File: config.mk
export PLATFORM = sky130hd
export DESIGN_NAME = mem_port_arbiter
export DESIGN_NICKNAME = d
export VERILOG_FILES = /design/src/rtl/mem_arb_pkg.sv /design/src/rtl/rr_arb2.sv /design/src/rtl/mem_port_arbiter.sv
export SDC_FILE = /design/constraint.sdc
export NUM_CORES = 1
export LEC_CHECK = 0
export CORE_AREA = 5 5 231 233
export DETAILED_ROUTE_END_ITERATION = 8
export DIE_AREA = 0 0 236 238
export SYNTH_ARGS = -nofsm -noshare
export SYNTH_HDL_FRONTEND = slang
export SYNTH_SLANG_ARGS = --single-unit
File: constraint.sdc
create_clock -name clk -period 2.6 [get_ports clk]
set_clock_uncertainty 0.2 [all_clocks]
set_input_delay 0.78 -clock clk [delete_from_list [all_inputs] [get_ports clk]]
set_output_delay 0.78 -clock clk [all_outputs]
set_load 0.05 [all_outputs]
File: src/rtl/mem_arb_pkg.sv
// Shared types and constants for the two-requester memory port arbiter.
package mem_arb_pkg;

  typedef enum logic [1:0] {
    IDLE  = 2'd0,
    BUSY  = 2'd1,
    DRAIN = 2'd2
  } arb_state_e;

  localparam logic REQ_CORE = 1'b0;
  localparam logic REQ_DBG  = 1'b1;
  localparam int   CNT_W    = 32;

  // Increment that sticks at all-ones instead of wrapping.
  function automatic logic [CNT_W-1:0] sat_inc(input logic [CNT_W-1:0] v);
    return (&v) ? v : v + 1'b1;
  endfunction

endpackage

File: src/rtl/rr_arb2.sv
// Combinational two-way round-robin pick: on contention the requester that
// was not granted last time wins.
module rr_arb2
  import mem_arb_pkg::*;
(
  input  logic req0,
  input  logic req1,
  input  logic last_grant,
  output logic gnt_valid,
  output logic gnt_id
);

  always_comb begin
    gnt_valid = req0 | req1;
    if (req0 && req1) begin
      gnt_id = ~last_grant;
    end else if (req1) begin
      gnt_id = REQ_DBG;
    end else begin
      gnt_id = REQ_CORE;
    end
  end

endmodule

File: src/rtl/mem_port_arbiter.sv
// Shares one memory_access_ctrl port between the core and a debug/DMA master,
// one transaction in flight. Define MEM_ARB_STATS_EN to add grant/wait counters.
module mem_port_arbiter
  import mem_arb_pkg::*;
#(
  parameter int ADDR_W  = 64,
  parameter int DATA_W  = 64,
  parameter int BYTES_W = 3
) (
  input  logic               clk,
  input  logic               rst,
  input  logic               r0_mem_ena,
  input  logic               w0_mem_ena,
  input  logic [ADDR_W-1:0]  rw0_mem_addr,
  input  logic [BYTES_W-1:0] rw0_mem_bytes,
  input  logic [DATA_W-1:0]  w0_mem_data,
  output logic               mem_data_ready0,
  output logic [DATA_W-1:0]  mem_data0,
  input  logic               r1_mem_ena,
  input  logic               w1_mem_ena,
  input  logic [ADDR_W-1:0]  rw1_mem_addr,
  input  logic [BYTES_W-1:0] rw1_mem_bytes,
  input  logic [DATA_W-1:0]  w1_mem_data,
  output logic               mem_data_ready1,
  output logic [DATA_W-1:0]  mem_data1,
  output logic               r_mem_ena,
  output logic               w_mem_ena,
  output logic [ADDR_W-1:0]  rw_mem_addr,
  output logic [BYTES_W-1:0] rw_mem_bytes,
  output logic [DATA_W-1:0]  w_mem_data,
  input  logic               mem_data_ready,
  input  logic [DATA_W-1:0]  mem_data,
  output logic               grant_id
`ifdef MEM_ARB_STATS_EN
  ,
  output logic [CNT_W-1:0]   grant_cnt0,
  output logic [CNT_W-1:0]   grant_cnt1,
  output logic [CNT_W-1:0]   wait_cnt1
`endif
);

  arb_state_e         state_q, state_d;
  logic               last_grant_q, last_grant_d;
  logic               grant_id_q, grant_id_d;
  logic               r_ena_q, r_ena_d;
  logic               w_ena_q, w_ena_d;
  logic [ADDR_W-1:0]  addr_q, addr_d;
  logic [BYTES_W-1:0] bytes_q, bytes_d;
  logic [DATA_W-1:0]  wdata_q, wdata_d;
  logic               rdy0_q, rdy0_d;
  logic               rdy1_q, rdy1_d;
  logic [DATA_W-1:0]  rdata0_q, rdata0_d;
  logic [DATA_W-1:0]  rdata1_q, rdata1_d;

  logic req0, req1;
  logic gnt_valid, gnt_id;
  logic               win_r, win_w;
  logic [ADDR_W-1:0]  win_addr;
  logic [BYTES_W-1:0] win_bytes;
  logic [DATA_W-1:0]  win_wdata;

  assign req0 = r0_mem_ena | w0_mem_ena;
  assign req1 = r1_mem_ena | w1_mem_ena;

  rr_arb2 u_rr_arb2 (
    .req0       (req0),
    .req1       (req1),
    .last_grant (last_grant_q),
    .gnt_valid  (gnt_valid),
    .gnt_id     (gnt_id)
  );

  always_comb begin
    if (gnt_id == REQ_DBG) begin
      win_r     = r1_mem_ena;
      win_w     = w1_mem_ena;
      win_addr  = rw1_mem_addr;
      win_bytes = rw1_mem_bytes;
      win_wdata = w1_mem_data;
    end else begin
      win_r     = r0_mem_ena;
      win_w     = w0_mem_ena;
      win_addr  = rw0_mem_addr;
      win_bytes = rw0_mem_bytes;
      win_wdata = w0_mem_data;
    end
  end

  always_comb begin
    state_d      = state_q;
    last_grant_d = last_grant_q;
    grant_id_d   = grant_id_q;
    r_ena_d      = r_ena_q;
    w_ena_d      = w_ena_q;
    addr_d       = addr_q;
    bytes_d      = bytes_q;
    wdata_d      = wdata_q;
    rdy0_d       = 1'b0;
    rdy1_d       = 1'b0;
    rdata0_d     = rdata0_q;
    rdata1_d     = rdata1_q;
    case (state_q)
      IDLE: begin
        if (gnt_valid) begin
          state_d      = BUSY;
          grant_id_d   = gnt_id;
          last_grant_d = gnt_id;
          // A requester asserting both enables is served as a write.
          w_ena_d      = win_w;
          r_ena_d      = win_r & ~win_w;
          addr_d       = win_addr;
          bytes_d      = win_bytes;
          wdata_d      = win_wdata;
        end
      end
      BUSY: begin
        if (mem_data_ready) begin
          state_d = DRAIN;
          r_ena_d = 1'b0;
          w_ena_d = 1'b0;
          if (grant_id_q == REQ_DBG) begin
            rdy1_d   = 1'b1;
            rdata1_d = mem_data;
          end else begin
            rdy0_d   = 1'b1;
            rdata0_d = mem_data;
          end
        end
      end
      // Skip one arbitration so the served requester can drop its request.
      DRAIN:   state_d = IDLE;
      default: state_d = IDLE;
    endcase
  end

  always_ff @(posedge clk or negedge rst) begin
    if (!rst) begin
      state_q      <= IDLE;
      last_grant_q <= REQ_DBG;
      grant_id_q   <= REQ_CORE;
      r_ena_q      <= 1'b0;
      w_ena_q      <= 1'b0;
      addr_q       <= '0;
      bytes_q      <= '0;
      wdata_q      <= '0;
      rdy0_q       <= 1'b0;
      rdy1_q       <= 1'b0;
      rdata0_q     <= '0;
      rdata1_q     <= '0;
    end else begin
      state_q      <= state_d;
      last_grant_q <= last_grant_d;
      grant_id_q   <= grant_id_d;
      r_ena_q      <= r_ena_d;
      w_ena_q      <= w_ena_d;
      addr_q       <= addr_d;
      bytes_q      <= bytes_d;
      wdata_q      <= wdata_d;
      rdy0_q       <= rdy0_d;
      rdy1_q       <= rdy1_d;
      rdata0_q     <= rdata0_d;
      rdata1_q     <= rdata1_d;
    end
  end

  assign r_mem_ena       = r_ena_q;
  assign w_mem_ena       = w_ena_q;
  assign rw_mem_addr     = addr_q;
  assign rw_mem_bytes    = bytes_q;
  assign w_mem_data      = wdata_q;
  assign mem_data_ready0 = rdy0_q;
  assign mem_data_ready1 = rdy1_q;
  assign mem_data0       = rdata0_q;
  assign mem_data1       = rdata1_q;
  assign grant_id        = grant_id_q;

`ifdef MEM_ARB_STATS_EN
  logic [CNT_W-1:0] grant_cnt0_q, grant_cnt0_d;
  logic [CNT_W-1:0] grant_cnt1_q, grant_cnt1_d;
  logic [CNT_W-1:0] wait_cnt1_q, wait_cnt1_d;
  logic             owned1;

  // Requester 1 is not waiting on the cycle it wins or while it is being served.
  assign owned1 = ((state_q == IDLE) && gnt_valid && (gnt_id == REQ_DBG)) ||
                  ((state_q == BUSY) && (grant_id_q == REQ_DBG));

  always_comb begin
    grant_cnt0_d = grant_cnt0_q;
    grant_cnt1_d = grant_cnt1_q;
    wait_cnt1_d  = wait_cnt1_q;
    if ((state_q == IDLE) && gnt_valid) begin
      if (gnt_id == REQ_DBG) grant_cnt1_d = sat_inc(grant_cnt1_q);
      else                   grant_cnt0_d = sat_inc(grant_cnt0_q);
    end
    if (req1 && !owned1) wait_cnt1_d = sat_inc(wait_cnt1_q);
  end

  always_ff @(posedge clk or negedge rst) begin
    if (!rst) begin
      grant_cnt0_q <= '0;
      grant_cnt1_q <= '0;
      wait_cnt1_q  <= '0;
    end else begin
      grant_cnt0_q <= grant_cnt0_d;
      grant_cnt1_q <= grant_cnt1_d;
      wait_cnt1_q  <= wait_cnt1_d;
    end
  end

  assign grant_cnt0 = grant_cnt0_q;
  assign grant_cnt1 = grant_cnt1_q;
  assign wait_cnt1  = wait_cnt1_q;
`endif

endmodule

# Word-level counts from Yosys, hierarchy flattened
# Index checks and enable logic that the tools add are counted.
[word_totals]
elab_cells = 51
reg_bits = 267
inputBits = 333
out_inout_bits = 264
[classes]
n_reduce_logical = 8
n_bitwise = 7
muxes = 21
n_eq_ne = 3
[ops]
columns = ["cell", "count"]
rows = [
  ["$mux 64", 2],
  ["$mux 1", 13],
  ["$reduce_and 3->1", 3],
  ["$mux 2", 2],
  ["$ne 2x2->1 const B", 2],
  ["$pmux 1 s2", 2],
  ["$pmux 2 s2", 1],
  ["$reduce_and 2->1", 2],
  ["$mux 3", 1],
  ["$not 1->1", 3],
  ["$or 1x1->1", 3],
  ["$eq 2x1->1 const B", 1],
  ["$logic_not 2->1", 1],
  ["$reduce_bool 2->1", 1],
  ["$and 1x1->1", 1],
  ["$logic_and 1x1->1", 1],
]

# Longest topological paths before layout
[depth]
ltp_word = 8
mapped_depth = 7
ltp_nobuf = 5

# Cells and area by module
# A second synthesis with hierarchy kept.
[hier_totals]
hier_cells = 870
area_unflattened_um2 = 11130.7
[modules_own_cells]
columns = ["mod", "area_per_inst_um2", "cells_per_inst", "n_inst"]
rows = [
  ["mem_port_arbiter", 11116.9, 868, 1],
  ["rr_arb2", 13.8, 2, 1],
]

# Worst setup path before layout
# No wires, ideal clock.
[synth_timing]
path_kind = "input to register"
start = "input mem_data_ready"
end = "register rdata0_q[14], in the netlist mem_data0[14]"
t_arrival_ps = 1818
required_ps = 2275
setup_slack_ps = 457
setup_ps = 125
cell_stages = 6
path_cell_list = "inv_1 or2_4 nor2_1 buf_4 buf_6 mux2_2"
[synth_between]
elab_chain_cells = 1
[synth_lines]
columns = ["item", "line_no", "rtl"]
rows = [
  ["start: declaration", "mem_port_arbiter.sv:31", "input logic mem_data_ready,"],
  ["$reduce_and 3->1 (no line)", "-", ""],
  ["end signal: assignment", "mem_port_arbiter.sv:161", "rdata0_q <= rdata0_d;"],
  ["end: declaration", "mem_port_arbiter.sv:52", "logic [DATA_W-1:0] rdata0_q, rdata0_d;"],
]
# No other way between the ends.
# A chain may end at the register's enable or synchronous reset.

# Final worst setup path
[layout_timing]
start = "register addr_q[23], in the netlist rw_mem_addr[23]"
end = "output rw_mem_addr[23]"
[layout_rtl]
columns = ["item", "line_no", "rtl"]
rows = [
  ["start: declaration", "mem_port_arbiter.sv:47", "logic [ADDR_W-1:0] addr_q, addr_d;"],
  ["start signal: assignment", "mem_port_arbiter.sv:156", "addr_q <= addr_d;"],
  ["end: declaration", "mem_port_arbiter.sv:28", "output logic [ADDR_W-1:0] rw_mem_addr,"],
]
# No word-level cell between the ends.

==> metrics <==
total track usage approximately 14%; Crit path max-delay family buffers and inverters; RSZ-0062 raised after global routing no; CTS Buf Count 31; vias per inst approximately 4.3; vias in the first global route between 10,000 and 15,000; first-pass GRT wire length roughly 65 mm; worst r2r src state_q[1]; Place WS -0.2190 ns; maximum root-to-sink buffer count 3; half-perimeter wire length after placement around 33 mm; Area Overhead vs Synth 70.88%; root buffer cell clkbuf_16; CP bufs+invs 1; Area contributors post-synth dfrtp_1, a21oi_1, mux2_2; Die X between 200 and 250 µm; worst endpoint data arrival time about 1.5 ns; setup violators final 0; wire per inst 18.43 µm; Iteration-0 DRC Markers ~480; syn nets ~1,400; total grt overflow 0; num rows between 80 and 90; register area share after synthesis 59.78%; critical path type flip-flop to primary output; number of synthesis warnings 0; Post-Synthesis Cells 1,017; dpl cell area between 15,000 and 20,000 µm²; fin util roughly 37%; max-cap violation count 0; DR pass1 iterations 4; Slowest-stage cell, CP dlygate4sd2_1; CTS sink count about 270; status complete, no violations; Slew headroom roughly three fifths; final hold vios 0; CP Launch Type flip-flop; Hold WC Path Type flip-flop to flip-flop; DRC 0; pin count of the biggest net entering global routing 54; Worst path max stage delay between 0.5 and 0.6 ns; FF+latch count, synth 267; Skew-Pair Late Insertion Delay around 0.57 ns; critical path required time ~1.6 ns; Final Slew Violations 0; min-delay src mem_data0[10]; Yosys top cell area share approximately three fifths; die boundary height ~240 µm; I/O Buffers between 500 and 600; H-tree levels 1; share of cells above drive strength 1 between 10% and 20%; setup ws final 0.1156 ns; actual slew at the worst max-slew pin about 0.57 ns; fin crit period between 2 and 2.5 ns; Total Wirelength 43.20 mm; synthesized area between 10,000 and 15,000 µm²; total power just under 30,000 µW; CTS tree yes; fmax slightly above 400 MHz; remaining antenna violation count 0; initial antenna violation count 2; Vias slightly above 10,000; Peak VDD IR roughly 0.75 mV; Nets 1,975; placed insts roughly 2,300; final-layout fill cell count slightly above 5,000; P per Cell Area ~1500 nW/µm²; Worst Setup SP rw_mem_addr[23]; CP Cell Sequence dlygate4sd2_1; io pins about 600; syn avg cell area 10.99 µm²; Die ar. ~56,000 µm²; post-route cell area about 19,000 µm²; maximum fanout along the worst path 2; Yosys cell types 26; final worst path period share approximately 96%; fin cells 2,344; Reg clk slew, reported paths 0.06 ns; total leakage power between 0.008 and 0.009 µW; largest area contributor in the netlist dfrtp_1; commonest non-fill, non-tap cell in the layout clkdlybuf4s50_1; effective utilization at floorplan a little over a fifth; CORE AREA a little over 50,000 µm²; RePlAce Congestion roughly 0.9; Critical Path Sink Type primary output; Ant. Diodes 0; most frequent cells in the layout clkdlybuf4s50_1, dfrtp_1, a21oi_1
state kept, by name, indices dropped and copies added, names as in the netlist, 2 cells and up:
| name | cells |
|---|---|
| mem_data0 | 64 |
| mem_data1 | 64 |
| rw_mem_addr | 64 |
| rw_mem_bytes | 3 |
| state_q | 2 |
| w_mem_data | 64 |
synth_stat cells:
library cell  instances
and3_1                1
clkbuf_1             30
a211o_1               1
buf_6                12
inv_1                 3
nand2b_1              2
nor2_1              135
a21o_1                1
nand3_1               1
a21oi_1             263
nor2b_1               1
a31oi_1               1
o21ai_0               3
buf_4                 9
nand2_2               1
a22o_1                2
buf_2                21
dfrtp_1             266
inv_2                 1
mux2_2               79
nand2_1             131
a21boi_2              1
mux2_4               49
o21ai_2               1
or2_4                 1
dfstp_2               1
logic make-up (layout without fill, tap and decap cells):
| kind of cell | count (synthesis) | in the layout | share of synthesized area, % |
|---|---|---|---|
| AO/OA/AOI/OAI | 273 | 273 | 12.45 |
| buffers and inverters | 76 | 723 | 3.895 |
| flip-flops | 267 | 267 | 59.78 |
| multiplexers | 128 | 128 | 14.54 |
| AND/OR/NAND/NOR | 273 | 273 | 9.335 |
worst reg2reg max path, cell delays in order, from the launching register on:
cell and delay (ns):
dfrtp_1 0.41, nand2b_1 0.17, or2_4 0.26, nor2_4 0.11, buf_12 0.16, buf_12 0.20
mux2_2 0.36
metal layers:
metal,global-route usage [%],part of all wire [%]
met5,0,0.049
met2,23.90,47
met4,4.258,2.9
met3,5.317,9.7
met1,17.80,40
report_power, final:
part	switching [µW]	internal, µW
combinational	11800	5380
sequential	1130	6310
clock	1780	2820
through the flow:
stage / setup TNS [ns] / hold WS, ns
floorplan: 0 / 0.2844
global placement: -27.19 / 0.2889
detailed placement: -31.84 / 0.2926
CTS: 0 / 0.3022
global route: 0 / 0.3125
finish: 0 / 0.2977
path summary, 6_finish.rpt:
path | end | slack [ns] | cells past startpoint
setup / recovery | rw_mem_addr[23] | 0.12 | 1
hold / removal | mem_data0[10] | 0.30 | 1
setup reg to reg | mem_data0[4] | 0.60 | 6
hold reg to reg | mem_data0[10] | 0.30 | 1
max in group asynchronous | last_grant_q | 0.95 | 3
min in group asynchronous | mem_data1[7] | 0.59 | 2
repair_timing:
item | CTS | global route
endpoints found under the setup margin | 223 | 0
hold endpoints to repair | 37 | 0
setup buffers | 0 | 0
hold buffers | 1 | 0
gates resized for setup | 223 | 0
layout make-up:
| class | count | area (µm²) | share of cell area [%] |
|---|---|---|---|
| clock buffers | 41 | 863.3 | 4.520 |
| clock inverters | 14 | 207.7 | 1.087 |
| inverters | 4 | 15.01 | 0.07861 |
| multi-input cells | 674 | 4104 | 21.49 |
| flip-flops and latches | 267 | 6683 | 34.99 |
| well taps | 680 | 850.8 | 4.454 |
| repair buffers | 664 | 6377 | 33.39 |
No activity file was read; power rests on OpenSTA's default activity.
